$ cat src/rtl/mod_74xx_sync_counter.sv
// rtl/mod_74xx_sync_counter.sv - presettable up/down modulo-N counter, 74x160/161/163 style
// Optional feature: MOD_74XX_COUNTER_SYNC_CLEAR_EN enables SCLR_n (74x163); otherwise SCLR_n is ignored (74x161).
module mod_74xx_sync_counter #(
    parameter int              WIDTH = 4,
    parameter logic [WIDTH-1:0] MAX  = {WIDTH{1'b1}}
) (
    input  logic             CLK,
    input  logic             CLR_n,
    input  logic             SCLR_n,
    input  logic             LOAD_n,
    input  logic             ENP,
    input  logic             ENT,
    input  logic             DN,
    input  logic [WIDTH-1:0] D,
    output logic [WIDTH-1:0] Q,
    output logic             RCO
);

    localparam logic [WIDTH-1:0] ONE = WIDTH'(1);

    logic [WIDTH-1:0] q_q;
    logic [WIDTH-1:0] q_d;

`ifndef MOD_74XX_COUNTER_SYNC_CLEAR_EN
    logic unused_sclr;
    assign unused_sclr = SCLR_n;
`endif

    always_comb begin
        q_d = q_q;
`ifdef MOD_74XX_COUNTER_SYNC_CLEAR_EN
        if (!SCLR_n) begin
            q_d = '0;
        end else
`endif
        if (!LOAD_n) begin
            q_d = D;
        end else if (ENP && ENT) begin
            // Out-of-range states (only reachable by load) snap to 0 when counting up.
            if (!DN) begin
                q_d = (q_q >= MAX) ? '0 : q_q + ONE;
            end else begin
                q_d = (q_q == '0) ? MAX : q_q - ONE;
            end
        end
    end

    always_ff @(posedge CLK or negedge CLR_n) begin
        if (!CLR_n) begin
            q_q <= '0;
        end else begin
            q_q <= q_d;
        end
    end

    assign Q   = q_q;
    assign RCO = ENT & ((!DN & (q_q == MAX)) | (DN & (q_q == '0)));

endmodule
$ cat config.mk
export PLATFORM = sky130hd
export DESIGN_NAME = mod_74xx_sync_counter
export DESIGN_NICKNAME = d
export VERILOG_FILES = /design/src/rtl/mod_74xx_sync_counter.sv
export SDC_FILE = /design/constraint.sdc
export NUM_CORES = 1
export LEC_CHECK = 0
export ABC_AREA = 0
export CAP_MARGIN = 40
export CORE_MARGIN = 2
export CORE_UTILIZATION = 25
export CTS_CLUSTER_SIZE = 14
export DETAILED_ROUTE_END_ITERATION = 10
export PLACE_DENSITY_LB_ADDON = 0.08
export SETUP_SLACK_MARGIN = 0.2
export SKIP_CTS_REPAIR_TIMING = 1
export SYNTH_ARGS = -nofsm -noshare
export SYNTH_HDL_FRONTEND = slang
export SYNTH_SLANG_ARGS = --single-unit
$ cat constraint.sdc
create_clock -name CLK -period 2.1 [get_ports CLK]
set_input_delay 0.63 -clock CLK [delete_from_list [all_inputs] [get_ports CLK]]
set_output_delay 0.63 -clock CLK [all_outputs]
set_load 0.05 [all_outputs]
==> parameters.txt, run 1 <==
Parameter                              Value

Detailed routing
  Post-route antenna net violation count ... 0
  Average detailed-routed wire length per instance ... 11.5 microns
  Initial DRC count ... 6
  Post-route DRC ... 0
  Total detailed-routing wirelength ... 993 microns
  Vias ... 417
  Number of search-and-repair iterations in the first detailed-routing pass ... 2
  DR vias/cell ... 4.85

STA
  Hold violation count in the final report ... 0
  Max_slew headroom ... 81.6%
  Final setup viols ... 1
  Final worst-path setup slack ... -0.0574 ns
  Pins over their slew limit ... 0
  Period Utilization, post-route ... 103%
  Worst-Margin Slew ... 0.275 ns
  RSZ-0062 raised after global routing ... true
  Fin crit period ... 2.16 ns
  Top achievable clock speed ... 0.464 GHz
  Setup TNS Final ... -0.0574 ns
  Worst clock skew ... 0.000943 ns

Worst setup path
  R2r setup slk ... 0.59 ns
  Startpoint class of the critical path ... flip-flop
  Critical Path AT ... 1.53 ns
  Maximum fanout along the worst path ... 4
  Launch point of the worst reg-to-reg path ... Q[0]
  Family of cells with the greatest summed delay on the critical path ... flip-flops
  Buffers plus inverters on the worst setup path ... 1
  Ordered list of cells on the worst path ... ha_4 > and3b_1 > nand2_1 > o31ai_2 > and2_4 > buf_12
  Class of the most critical setup path ... reg2out
  Critical Path Sink Type ... output pin
  Required time of the critical path ... 1.47 ns
  Register-to-Register Path Depth ... 6
  Reg-to-reg endpoint ... Q[3]
  Highest-delay cell along the critical path ... sky130_fd_sc_hd__dfrtp_4
  Delay contributed by the slowest stage of the critical path ... 0.50 ns

Clock network
  Buffer type at the clock tree root ... sky130_fd_sc_hd__clkbuf_4
  Clock buffer depth ... 2
  Total CTS buffers ... 3
  H-Tree Level Count ... 1
  Clock transition time at the flip-flop clock pins of the worst setup and hold paths ... 0.04 ns
  # clock sinks ... 4
  CTS tree ... built
  Clock Latency Late Sink ... 0.24 ns

Synthesis
  Post-Synthesis Mean Instance Area ... 8.22 sq um
  Synthesized cell area ... 345 sq um
  Number of storage elements in the synthesis netlist ... 4
  Share of the yosys chip area belonging to registers ... 29.0%
  Post-Syn Instances ... 42
  Yosys cell types ... 24
  Net count after synthesis ... 55
  YS warnings ... 0

Finish
  Number of fill cells in the layout ... 127
  Share of final-layout standard cells stronger than drive strength 1 ... 45.1%
  Number of flip-flops in the largest register ... 4
  Post-Layout Inst Area ... 653 sq um
  Final core area utilization ... 50.2%
  Layout net count ... 85
  Number of inserted diodes ... 0
  Synthesis-to-layout area growth ... 89.1%

Place
  Port buffer count ... 14
  Post-DP HPWL ... 697 microns
  Instance area after placement ... 552 sq um
  Pre-CTS WS ... -0.328 ns
  Global placer's final weighted congestion ... 0.724

Power and ir drop
  Total design power ... 0.394 mW
  Worst voltage drop across the vdd grid ... 0.000329 V
  Power density cells ... 604 nW/um^2
  Lkg Pwr ... 0.295 nW

Floorplan
  Top-Level Pins ... 16
  Core box area ... 1300 sq um
  Initial Util ... 26.5%
  Std-Cell Rows ... 13
  Total Die Area ... 1690 sq um
  Die X-Extent ... 41.2 microns
  Height of the chip ... 41.2 microns

Global route
  Aggregate global-route resource usage ... 12.7%
  Initial antenna violation count ... 0
  Overflow left after global routing ... 0
  Maximum number of pins on one net before global-route repair ... 11
  Wire length of the first global-routing pass ... 1330 microns
  Vias in the first global route ... 321

Outcome
  Failing checks ... negative setup slack
  Run status ... finished with violations

Run
  Number of maximum-capacitance violations ... 0

Worst hold path
  Path class of the lowest-slack min-delay path ... in2async
## metrics by stage
step | hold slack (ns) | cells
CTS | 0.614 | 79
finish | 0.606 | 86
floorplan | 0.334 | 42
detailed placement | 0.690 | 75
global route | 0.612 | 86
global placement | 0.682 | 75
## routing by layer
| metal | global-route usage (%) | up-vias | routed length [microns] |
|---|---|---|---|
| li1 | - | 208 | - |
| met1 | 14.9 | 201 | 426 |
| met2 | 19.5 | 8 | 531 |
| met3 | 6.52 | 0 | 35 |
| met4 | 4.84 | 0 | 0 |
| met5 | 0 | - | 0 |
## cell usage after synthesis
cell                       number  area, sq um
sky130_fd_sc_hd__o21ai_0        2         10.0
sky130_fd_sc_hd__o22ai_1        1         6.26
sky130_fd_sc_hd__o31ai_1        1         7.51
sky130_fd_sc_hd__and2_1         1         6.26
sky130_fd_sc_hd__mux2_2         1         11.3
sky130_fd_sc_hd__nor2_1         3         11.3
sky130_fd_sc_hd__buf_6          1         11.3
sky130_fd_sc_hd__inv_1          4         15.0
sky130_fd_sc_hd__o21ai_1        1         5.00
sky130_fd_sc_hd__o21ba_2        1         10.0
sky130_fd_sc_hd__nand3_1        1         5.00
sky130_fd_sc_hd__a31oi_1        2         12.5
sky130_fd_sc_hd__xnor2_1        1         8.76
sky130_fd_sc_hd__o21bai_1       1         7.51
sky130_fd_sc_hd__nand2b_1       1         6.26
sky130_fd_sc_hd__and3b_1        1         8.76
sky130_fd_sc_hd__a21oi_1        3         15.0
sky130_fd_sc_hd__nand2_1        5         18.8
sky130_fd_sc_hd__dfrtp_1        4          100
sky130_fd_sc_hd__nor3_2         1         10.0
sky130_fd_sc_hd__xor2_1         1         8.76
sky130_fd_sc_hd__a311oi_1       2         17.5
sky130_fd_sc_hd__ha_1           2         25.0
sky130_fd_sc_hd__a21o_1         1         7.51
## worst max path at each step
stage | startpoint | to | slack (ns) | depth (start not counted)
2_1_floorplan | Q[1] | RCO | 0.16 | 5
3_3_place_gp | DN | RCO | -0.33 | 6
3_5_place_dp | DN | RCO | -0.33 | 6
4_1_cts | DN | RCO | -0.33 | 6
5_1_grt | Q[0] | RCO | -0.11 | 6
6_report | Q[0] | RCO | -0.06 | 6
## area by class of cell
type / count / area [sq um] / share of cell area (%)
multi-input combinational: 33 / 254 / 38.9
timing repair buffer: 26 / 233 / 35.6
sequential: 4 / 106 / 16.3
clock buffer: 4 / 26.3 / 4.02
tap: 15 / 18.8 / 2.87
inverter: 4 / 15.0 / 2.30
## where the power goes
group | switching, mW | internal, mW | total [mW]
Sequential | 0.0198 | 0.0888 | 0.109
Clock | 0.0352 | 0.0716 | 0.107
Combinational | 0.0877 | 0.0913 | 0.179
## cells by family after synthesis
family	synth area share [%]
compound gates	28.6
buf+inv	7.61
mux	3.26
simple gates	19.2
fa+ha+maj	7.25
flops	29.0
xor+xnor	5.07
## cell usage in the layout (no fill, tap or decap), types with 2 or more instances in the layout
master / n
sky130_fd_sc_hd__nand2_1: 4
sky130_fd_sc_hd__buf_4: 16
sky130_fd_sc_hd__clkdlybuf4s50_1: 8
sky130_fd_sc_hd__a21oi_1: 3
sky130_fd_sc_hd__ha_4: 2
sky130_fd_sc_hd__nor2_1: 3
sky130_fd_sc_hd__clkbuf_4: 3
sky130_fd_sc_hd__inv_1: 3
sky130_fd_sc_hd__a311oi_1: 2
sky130_fd_sc_hd__a31oi_1: 2
sky130_fd_sc_hd__dfrtp_2: 2
sky130_fd_sc_hd__o21ai_0: 2
(Power assumes the default switching activity.)
==> inputs of run 2 (changes only) <==
--- a/config.mk
+++ b/config.mk
@@ -13,7 +13,6 @@
 export DETAILED_ROUTE_END_ITERATION = 10
 export PLACE_DENSITY_LB_ADDON = 0.08
 export SETUP_SLACK_MARGIN = 0.2
-export SKIP_CTS_REPAIR_TIMING = 1
 export SYNTH_ARGS = -nofsm -noshare
 export SYNTH_HDL_FRONTEND = slang
 export SYNTH_SLANG_ARGS = --single-unit
==> constraint.sdc (replaced) <==
create_clock -name CLK -period 2.25 [get_ports CLK]
set_input_delay 0.675 -clock CLK [delete_from_list [all_inputs] [get_ports CLK]]
set_output_delay 0.675 -clock CLK [all_outputs]
set_load 0.05 [all_outputs]
==> parameters.txt, run 2 (synthesized netlist as in run 1, its figures left out) <==
Parameter                              Value

Clock network
  Clock Latency Late Sink ... 0.24 ns (about the same)
  # clock sinks ... 4 (unchanged)
  Buffer type at the clock tree root ... sky130_fd_sc_hd__clkbuf_4 (unchanged)
  Clock buffer depth ... 2 (unchanged)
  H-Tree Level Count ... 1 (unchanged)
  Number of hold buffers added after CTS ... 0
  Clock transition time at the flip-flop clock pins of the worst setup and hold paths ... 0.04 ns (about the same)
  Total CTS buffers ... 3 (unchanged)
  CTS tree ... built (unchanged)

Worst setup path
  Required time of the critical path ... 1.57 ns (was 1.47 ns)
  Class of the most critical setup path ... in2out (was reg2out)
  Critical Path Sink Type ... output pin (unchanged)
  Maximum fanout along the worst path ... 4 (unchanged)
  Ordered list of cells on the worst path ... buf_4 > and3b_1 > nand2_2 > o31ai_4 > and2_4 > buf_12 (was ha_4 > and3b_1 > nand2_1 > o31ai_2 > and2_4 > buf_12)
  Startpoint class of the critical path ... input port (was flip-flop)
  Delay contributed by the slowest stage of the critical path ... 0.25 ns (was 0.50 ns)
  Highest-delay cell along the critical path ... sky130_fd_sc_hd__and3b_1 (was sky130_fd_sc_hd__dfrtp_4)
  Critical Path AT ... 1.51 ns (was 1.53 ns)
  Family of cells with the greatest summed delay on the critical path ... simple AND/OR/NAND/NOR gates (was flip-flops)
  Buffers plus inverters on the worst setup path ... 2 (was 1)

STA
  Setup TNS Final ... 0 ns (was -0.0574 ns)
  Worst clock skew ... 0.000427 ns (was 0.000943 ns)
  Worst-Margin Slew ... 0.354 ns (was 0.275 ns)
  Top achievable clock speed ... 0.457 GHz
  Max_slew headroom ... 76.4% (was 81.6%)
  Fin crit period ... 2.19 ns
  Hold violation count in the final report ... 0 (unchanged)
  Period Utilization, post-route ... 97.2%
  RSZ-0062 raised after global routing ... true (unchanged)
  Pins over their slew limit ... 0 (unchanged)
  Final setup viols ... 0 (was 1)

Detailed routing
  Average detailed-routed wire length per instance ... 13.0 microns (was 11.5 microns)
  Initial DRC count ... 11 (was 6)
  Post-route DRC ... 0 (unchanged)
  Total detailed-routing wirelength ... 1080 microns (was 993 microns)
  Vias ... 424 (was 417)
  DR vias/cell ... 5.11 (was 4.85)
  Post-route antenna net violation count ... 0 (unchanged)
  Number of search-and-repair iterations in the first detailed-routing pass ... 4 (was 2)

Finish
  Number of fill cells in the layout ... 135 (was 127)
  Leading cell type in the layout, fill and taps excluded ... sky130_fd_sc_hd__buf_4 (unchanged)
  Commonest non-fill, non-tap cells in the layout ... 14 x sky130_fd_sc_hd__buf_4, 8 x sky130_fd_sc_hd__clkdlybuf4s50_1 (was 16 x sky130_fd_sc_hd__buf_4, 8 x sky130_fd_sc_hd__clkdlybuf4s50_1, 4 x sky130_fd_sc_hd__nand2_1)
  Post-Layout Inst Area ... 639 sq um (was 653 sq um)
  Number of flip-flops in the largest register ... 4 (unchanged)
  Share of final-layout standard cells stronger than drive strength 1 ... 47.1% (was 45.1%)
  Layout net count ... 82 (was 85)
  Number of inserted diodes ... 0 (unchanged)
  Synthesis-to-layout area growth ... 85.1% (was 89.1%)
  Final core area utilization ... 49.1% (was 50.2%)

Global route
  Most Used Layer, Global Route ... met2 (unchanged)
  Global routing usage on met1 ... 17.7% (was 14.9%)
  Maximum number of pins on one net before global-route repair ... 10 (was 11)
  Initial antenna violation count ... 0 (unchanged)
  Aggregate global-route resource usage ... 16.0% (was 12.7%)
  Global-route met3 utilization ... 7.61% (was 6.52%)
  Overflow left after global routing ... 0 (unchanged)
  Wire length of the first global-routing pass ... 1720 microns (was 1330 microns)
  Vias in the first global route ... 397 (was 321)
  Met2 Resource Use GR ... 27.0% (was 19.5%)

Power and ir drop
  Total design power ... 0.369 mW (was 0.394 mW)
  Power density cells ... 577 nW/um^2 (was 604 nW/um^2)
  Lkg Pwr ... 0.280 nW (was 0.295 nW)
  Worst voltage drop across the vdd grid ... 0.000247 V (was 0.000329 V)

Worst hold path
  Path class of the lowest-slack min-delay path ... in2async (unchanged)

Floorplan
  Top-Level Pins ... 16 (unchanged)
  Height of the chip ... 41.2 microns (unchanged)
  Std-Cell Rows ... 13 (unchanged)
  Initial Util ... 26.5% (unchanged)
  Core box area ... 1300 sq um (unchanged)
  Die X-Extent ... 41.2 microns (unchanged)
  Total Die Area ... 1690 sq um (unchanged)

Place
  Post-DP HPWL ... 718 microns (was 697 microns)
  Instance area after placement ... 542 sq um (was 552 sq um)
  Port buffer count ... 14 (unchanged)
  Global placer's final weighted congestion ... 0.717 (was 0.724)

Outcome
  Run status ... complete, no violations (was finished with violations)

Run
  Number of maximum-capacitance violations ... 0 (unchanged)
[run 2: cell count changes in the layout (fill, tap and decap cells not counted)]
cell                             change
sky130_fd_sc_hd__buf_4               -2
sky130_fd_sc_hd__dfrtp_2             +1
sky130_fd_sc_hd__dfrtp_4             -1
sky130_fd_sc_hd__dlymetal6s2s_1      -1
sky130_fd_sc_hd__inv_1               -1
sky130_fd_sc_hd__inv_2               +1
sky130_fd_sc_hd__nand2_1             -1
sky130_fd_sc_hd__nand2_4             +1
sky130_fd_sc_hd__o31ai_2             -1
sky130_fd_sc_hd__o31ai_4             +1
[run 2: power by group]
part | leakage, nW | total (mW) | internal (mW) | switching [mW]
combinational | 0.221 | 0.164 | 0.0801 | 0.0835
clock | 0.0150 | 0.103 | 0.0670 | 0.0357
sequential | 0.0433 | 0.103 | 0.0819 | 0.0208
[run 2: area by class of cell]
class	count	area (sq um)	area share [%]
Inverter	4	15.0	2.35
Multi-Input combinational cell	33	270	42.3
Sequential cell	4	104	16.2
Clock buffer	4	26.3	4.11
Tap cell	15	18.8	2.94
Timing Repair Buffer	23	205	32.1
[run 2: metal layers]
| metal | wire length [microns] | up-vias |
|---|---|---|
| met5 | 0 | - |
| met4 | 0 | 0 |
| met3 | 98 | 0 |
| met2 | 609 | 21 |
| met1 | 371 | 199 |
| li1 | - | 204 |
[run 2: metrics by stage]
stage,hold WS [ns],worst slack [ns],std cells
floorplan,0.379,0.230,42
global placement,0.665,-0.269,74
detailed placement,0.671,-0.267,74
CTS,0.641,0.0992,83
global route,0.646,0.0248,83
finish,0.640,0.0633,83
[run 2: timing repair]
action / in CTS / in global routing
endpoints found under the setup margin: 1 / 1
setup buffers: 5 / 0
pin swaps: 4 / 1
gates resized for setup: 11 / 3
[run 2: final timing paths]
kind	from	endpoint	slack (ns)	cells after the start
setup reg to reg	Q[0]	Q[0]	0.74	7
hold / removal	CLR_n	Q[3]	0.64	1
setup / recovery	DN	RCO	0.06	6
hold reg to reg	Q[2]	Q[2]	0.72	2
max in group asynchronous	CLR_n	Q[1]	1.42	1
min in group CLK	Q[2]	Q[2]	0.72	2
